==> config.mk <==
export PLATFORM = sky130hd
export DESIGN_NAME = worker_arbiter
export DESIGN_NICKNAME = d
export VERILOG_FILES = /design/src/rtl/worker_arb_pkg.sv /design/src/rtl/rr_pick.sv /design/src/rtl/worker_arbiter.sv
export SDC_FILE = /design/constraint.sdc
export NUM_CORES = 1
export LEC_CHECK = 0
export CAP_MARGIN = 25
export CORE_AREA = 2 2 50 52
export CTS_CLUSTER_DIAMETER = 150
export CTS_CLUSTER_SIZE = 30
export DETAILED_ROUTE_END_ITERATION = 16
export DIE_AREA = 0 0 52 54
export PLACE_DENSITY_LB_ADDON = 0.25
export SLEW_MARGIN = 20
export SYNTH_ARGS = -nofsm -noshare
export SYNTH_HDL_FRONTEND = slang
export SYNTH_SLANG_ARGS = --single-unit
==> constraint.sdc <==
create_clock -name clk -period 3.7 [get_ports clk]
set_input_delay 1.11 -clock clk [delete_from_list [all_inputs] [get_ports clk]]
set_output_delay 1.11 -clock clk [all_outputs]
set_load 0.02 [all_outputs]
==> src/rtl/worker_arb_pkg.sv <==
// Shared types and defaults for the worker round-robin arbiter.
//   arb_state_t         : arbiter FSM state encoding
//   DEFAULT_TIMEOUT_CYC : default watchdog limit, in cycles
package worker_arb_pkg;

    typedef enum logic [1:0] {
        A_IDLE    = 2'b00,
        A_RUN     = 2'b01,
        A_RELEASE = 2'b10
    } arb_state_t;

    localparam int unsigned DEFAULT_TIMEOUT_CYC = 15;

endpackage

==> src/rtl/rr_pick.sv <==
// Combinational round-robin picker: first set request at or after pointer p,
// wrapping from N_REQ-1 back to 0.
//   req    : request vector
//   p      : search start index
//   win    : one-hot winner (0 when nothing requests)
//   win_id : index of the winner
//   any    : at least one request is set
module rr_pick #(
    parameter int unsigned  N_REQ = 4,
    localparam int unsigned ID_W  = $clog2(N_REQ)
) (
    input  logic [N_REQ-1:0] req,
    input  logic [ID_W-1:0]  p,
    output logic [N_REQ-1:0] win,
    output logic [ID_W-1:0]  win_id,
    output logic             any
);

    logic [ID_W:0] idx;
    logic          found;

    // Walk the N_REQ positions starting at p; the first set bit wins.
    always_comb begin
        win    = '0;
        win_id = '0;
        found  = 1'b0;
        idx    = '0;
        any    = |req;
        for (int unsigned k = 0; k < N_REQ; k++) begin
            idx = {1'b0, p} + (ID_W + 1)'(k);
            if (idx >= (ID_W + 1)'(N_REQ)) begin
                idx = idx - (ID_W + 1)'(N_REQ);
            end
            if (!found && req[ID_W'(idx)]) begin
                found             = 1'b1;
                win[ID_W'(idx)]   = 1'b1;
                win_id            = ID_W'(idx);
            end
        end
    end

endmodule

==> src/rtl/worker_arbiter.sv <==
// Round-robin front end that shares one start/busy/done worker between
// N_REQ requesters. One grant at a time; the worker's start is held through
// its full cycle, then the winner gets a one-cycle ack.
// Optional watchdog: define WORKER_ARB_TIMEOUT_EN to abort a job whose
// worker has not signalled done within TIMEOUT_CYC cycles.
//   clk, rst_n   : clock, async active-low reset
//   req          : level request per requester
//   gnt, gnt_id  : one-hot grant and index of current/last grantee
//   ack          : one-cycle pulse on the granted bit when its job ends
//   active       : arbiter is not idle
//   timeout_err  : one-cycle pulse on a watchdog abort (0 when compiled out)
//   worker_start : worker start line
//   worker_done  : worker done line
module worker_arbiter
    import worker_arb_pkg::*;
#(
    parameter int unsigned  N_REQ       = 4,
    parameter int unsigned  TIMEOUT_CYC = DEFAULT_TIMEOUT_CYC,
    localparam int unsigned ID_W        = $clog2(N_REQ)
) (
    input  logic             clk,
    input  logic             rst_n,
    input  logic [N_REQ-1:0] req,
    output logic [N_REQ-1:0] gnt,
    output logic [ID_W-1:0]  gnt_id,
    output logic [N_REQ-1:0] ack,
    output logic             active,
    output logic             timeout_err,
    output logic             worker_start,
    input  logic             worker_done
);

    arb_state_t       state_q, state_d;
    logic [ID_W-1:0]  ptr_q, ptr_d;
    logic [N_REQ-1:0] gnt_d, ack_d;
    logic [ID_W-1:0]  gnt_id_d;
    logic             start_d, active_d;

    logic [N_REQ-1:0] win;
    logic [ID_W-1:0]  win_id;
    logic             any;

`ifdef WORKER_ARB_TIMEOUT_EN
    localparam int unsigned CNT_W = $clog2(TIMEOUT_CYC + 1);
    logic [CNT_W-1:0] cnt_q, cnt_d;
    logic             to_d;
`else
    logic unused_timeout_cfg;
    assign unused_timeout_cfg = ^32'(TIMEOUT_CYC);
    assign timeout_err        = 1'b0;
`endif

    rr_pick #(.N_REQ(N_REQ)) u_pick (
        .req    (req),
        .p      (ptr_q),
        .win    (win),
        .win_id (win_id),
        .any    (any)
    );

    // State, pointer and output registers.
    always_ff @(posedge clk or negedge rst_n) begin
        if (!rst_n) begin
            state_q      <= A_IDLE;
            ptr_q        <= '0;
            gnt          <= '0;
            gnt_id       <= '0;
            ack          <= '0;
            active       <= 1'b0;
            worker_start <= 1'b0;
        end else begin
            state_q      <= state_d;
            ptr_q        <= ptr_d;
            gnt          <= gnt_d;
            gnt_id       <= gnt_id_d;
            ack          <= ack_d;
            active       <= active_d;
            worker_start <= start_d;
        end
    end

`ifdef WORKER_ARB_TIMEOUT_EN
    // Watchdog counter and abort pulse.
    always_ff @(posedge clk or negedge rst_n) begin
        if (!rst_n) begin
            cnt_q       <= '0;
            timeout_err <= 1'b0;
        end else begin
            cnt_q       <= cnt_d;
            timeout_err <= to_d;
        end
    end
`endif

    // Next-state and next-output decode.
    always_comb begin
        state_d  = state_q;
        ptr_d    = ptr_q;
        gnt_d    = gnt;
        gnt_id_d = gnt_id;
        ack_d    = '0;
        start_d  = worker_start;
`ifdef WORKER_ARB_TIMEOUT_EN
        cnt_d    = cnt_q;
        to_d     = 1'b0;
`endif
        unique case (state_q)
            A_IDLE: begin
                gnt_d   = '0;
                start_d = 1'b0;
                // A worker still showing done is stale: hold off granting.
                if (any && !worker_done) begin
                    gnt_d    = win;
                    gnt_id_d = win_id;
                    start_d  = 1'b1;
                    ptr_d    = (win_id == ID_W'(N_REQ - 1)) ? '0 : win_id + ID_W'(1);
                    state_d  = A_RUN;
`ifdef WORKER_ARB_TIMEOUT_EN
                    cnt_d    = '0;
`endif
                end
            end
            A_RUN: begin
                start_d = 1'b1;
                if (worker_done) begin
                    start_d = 1'b0;
                    ack_d   = gnt;
                    state_d = A_RELEASE;
                end
`ifdef WORKER_ARB_TIMEOUT_EN
                else if (cnt_q == CNT_W'(TIMEOUT_CYC - 1)) begin
                    start_d = 1'b0;
                    ack_d   = gnt;
                    to_d    = 1'b1;
                    state_d = A_RELEASE;
                end else begin
                    cnt_d = cnt_q + CNT_W'(1);
                end
`endif
            end
            A_RELEASE: begin
                start_d = 1'b0;
                if (!worker_done) begin
                    gnt_d   = '0;
                    state_d = A_IDLE;
                end
            end
            default: begin
                gnt_d   = '0;
                start_d = 1'b0;
                state_d = A_IDLE;
            end
        endcase
        active_d = (state_d != A_IDLE);
    end

endmodule

==> flow_summary_export.csv <==
group,metric,value,unit
worst_setup_path,critPathCaptureType,"flop",
global_routing,grt_pass1_vias,791,
placed_design,placed_area,0.00128,mm^2
route,num_vias,898,
finish,fill_cells,210,
global_routing,track_usage,17.1,%
floorplan,io_pins,20,
finish,drive_gt1_share,11.2,%
timing,tightest_slew,0.703,ns
timing,rsz0062_at_grt,"false",
route,viasPerCell,5.79,
finish,syn2layout_area_growth,18.4,%
floorplan,core_area,0.00232,mm^2
worst_setup_path,critPathSlowestCell,"mux4_2",
finish,antenna_cells,0,
yosys,synth_nets,123,
worst_setup_path,path_cells,"clkdlybuf4s50_1, mux4_2, a311oi_1, nor3_1, ha_1, o31ai_1, a32o_1",
route,wl_per_cell,14.3,um
clocking,postCtsSetupBuffers,0,
yosys,seq_area_frac_synth,35.9,%
clocking,ctsHtreeMaxLevel,1,
floorplan,rows,18,
worst_setup_path,crit_buf_inv,1,
timing,finalMaxSlewViolations,0,
clocking,cts_sinks,16,
timing,period_share,86.8,%
power,p_per_area,754,mW/mm^2
power,peakVddDrop,0.484,mV
timing,tns,0,ns
route,postRouteWirelength,2.22,mm
floorplan,initial_core_util,48.1,%
finish,regArea,400,um^2
timing,hold_viol_final,0,
yosys,synth.distinct_cells,36,
placed_design,dp.cells,151,
run_status,status,"completed",
yosys,synth_edf_count,0,
timing,period_needed,3.21,ns
floorplan,die_area,0.00281,mm^2
timing,max_freq,311,MHz
global_routing,antenna_found_initial,0,
finish,fin_cells,155,
worst_setup_path,cp_top_family,"compound AO/OA/AOI/OAI gates",
timing,finClkSkew,0.00132,ns
clocking,hold_buffers,0,
route,drt_first_pass_iters,4,
worst_setup_path,critical_path_required,3.93,ns
clocking,numCtsBuffers,3,
run,maxCapViolCount,0,
clocking,cts_root_buffer,"clkbuf_4",
yosys,yosysWarnings,0,
clocking,clk_latency,0.29,ns
worst_setup_path,worstPathArrival,3.44,ns
placed_design,port_buffers,18,
clocking,cts_resized,0,
worst_hold_path,hold_class,"flop to flop",
power,p_leak,0.570,nW
yosys,yosys_most_used_dff,"dfrtp_1",
route,ant_nets,0,
yosys,syn_inst,108,
finish,multiInputGateArea,613,um^2
worst_setup_path,path_max_fanout,9,
finish,nNetsFinal,141,
floorplan,die_w,52,um
finish,design_area,0.00132,mm^2
yosys,ys_ff_latch,16,
global_routing,grt_overflow,0,
yosys,async_reset_ff_share,100,%
clocking,clk_pin_slew,0.09,ns
global_routing,grt_max_degree,17,
route,drc_errors,0,
clocking,cts_tree,"done",
floorplan,dieHeight,54,um
worst_setup_path,critPathMaxStageDelay,0.63,ns
route,drt_iter0_drc,12,
global_routing,grt_pass1_wl,3.51,mm
placed_design,dpl.hpwl,1.75,mm
timing,finalSetupViolCount,0,
worst_setup_path,criticalPathCategory,"primary input to flop",
clocking,clock_path_buffers,2,
placed_design,routabilityCongestion,0.810,
timing,max_slew_margin,53.0,%
yosys,avgSynthCellArea,10.3,um^2
timing,hold_slack,0.525,ns
yosys,syn_area,0.00111,mm^2
worst_setup_path,start_kind,"primary input",
synthesized netlist by cell type, drive strengths merged, types with 2 or more instances:
master,count,area [um^2]
nand2,6,22.5
nor2,7,28.8
nor2b,3,33.8
and3,4,25.0
buf,6,50.0
o21ai,10,50.0
nor4,2,12.5
mux2i,2,20.0
nand3,3,15.0
inv,10,37.5
mux4,4,93.8
a221oi,5,43.8
a211oi,3,27.5
dfrtp,16,400
o221ai,5,43.8
a21oi,2,10.0
ha,8,100
worst register-to-register path, stage by stage, from the launching register on:
cell,delay (ns)
dfrtp_1,0.68
inv_1,0.20
ha_1,0.42
mux4_2,0.46
a311oi_1,0.39
nor3_1,0.11
ha_1,0.22
o31ai_1,0.25
a32o_1,0.15
metrics by stage:
step | total power [mW] | setup slack (ns) | utilization, %
5_1_grt | 1.06 | 0.286 | 56.9
4_1_cts | 1.00 | 0.505 | 56.9
3_5_place_dp | 0.882 | 0.197 | 55.3
2_1_floorplan | 0.716 | 0.856 | -
3_3_place_gp | 0.858 | 0.318 | 55.3
6_report | 0.996 | 0.487 | 56.9
kinds of logic (layout without fill, tap and decap cells):
kind of cell	count (synthesis)	in the layout	share of synthesized area, %
multiplexers	6	6	10.2
AO/OA/AOI/OAI	32	32	21.4
AND/OR/NAND/NOR	28	28	14.0
other	1	1	0.336
adder cells (fa/ha/maj)	8	8	8.98
flip-flops	16	16	35.9
buffers and inverters	17	34	9.09
state kept, by name (all words and copies together) (netlist names):
signal and flops:
worker_start 1, ack 4, active 1, ptr_q 2, gnt 4, gnt_id 2, state_q 2
layout by cell type, fill, tap and decap left out, drive strengths merged:
cell type      netlist  layout
a211oi               3       3
a21oi                2       2
a221oi               5       5
a22oi                1       1
a311oi               1       1
a31oi                1       1
a32o                 1       1
and3                 4       4
buf                  6       2
clkbuf               1       4
clkdlybuf4s50        0      18
conb                 1       1
dfrtp               16      16
ha                   8       8
inv                 10      10
mux2i                2       2
mux4                 4       4
nand2                6       6
nand2b               1       1
nand3                3       3
nand3b               1       1
nor2                 7       7
nor2b                3       3
nor3                 1       1
nor4                 2       2
o21a                 1       1
o21ai               10      10
o221ai               5       5
o31ai                1       1
o32ai                1       1
cell type report:
class | count | share of cell area [%]
Timing Repair Buffer | 20 | 14.8
Inverter | 10 | 2.84
Tap cell | 30 | 2.84
Multi-Input combinational cell | 75 | 46.4
Sequential cell | 16 | 30.3
Clock buffer | 4 | 2.75
metal layers:
layer  global-route usage [%]  vias up  wire length (um)
met5                        0        -                 0
li1                         -      437                 -
met4                     9.21        0                45
met1                     18.4      433               906
met2                     32.9       24              1190
met3                     1.67        4                79
path summary, 6_finish.rpt:
| path | start | to | slack, ns | cells after the start |
|---|---|---|---|---|
| min | gnt[2] | gnt[2] | 0.53 | 2 |
| min reg2reg | gnt[2] | gnt[2] | 0.53 | 2 |
| max | req[0] | ptr_q[0] | 0.49 | 7 |
| min in group asynchronous | rst_n | worker_start | 1.24 | 1 |
| max in group asynchronous | rst_n | gnt[2] | 2.02 | 1 |
| max reg2reg | ptr_q[1] | ptr_q[0] | 0.76 | 8 |
where the power goes:
group	internal (mW)	switching, mW
combinational	0.274	0.339
clock	0.0599	0.0561
sequential	0.219	0.0476
Power figures use the tool's default switching activity.
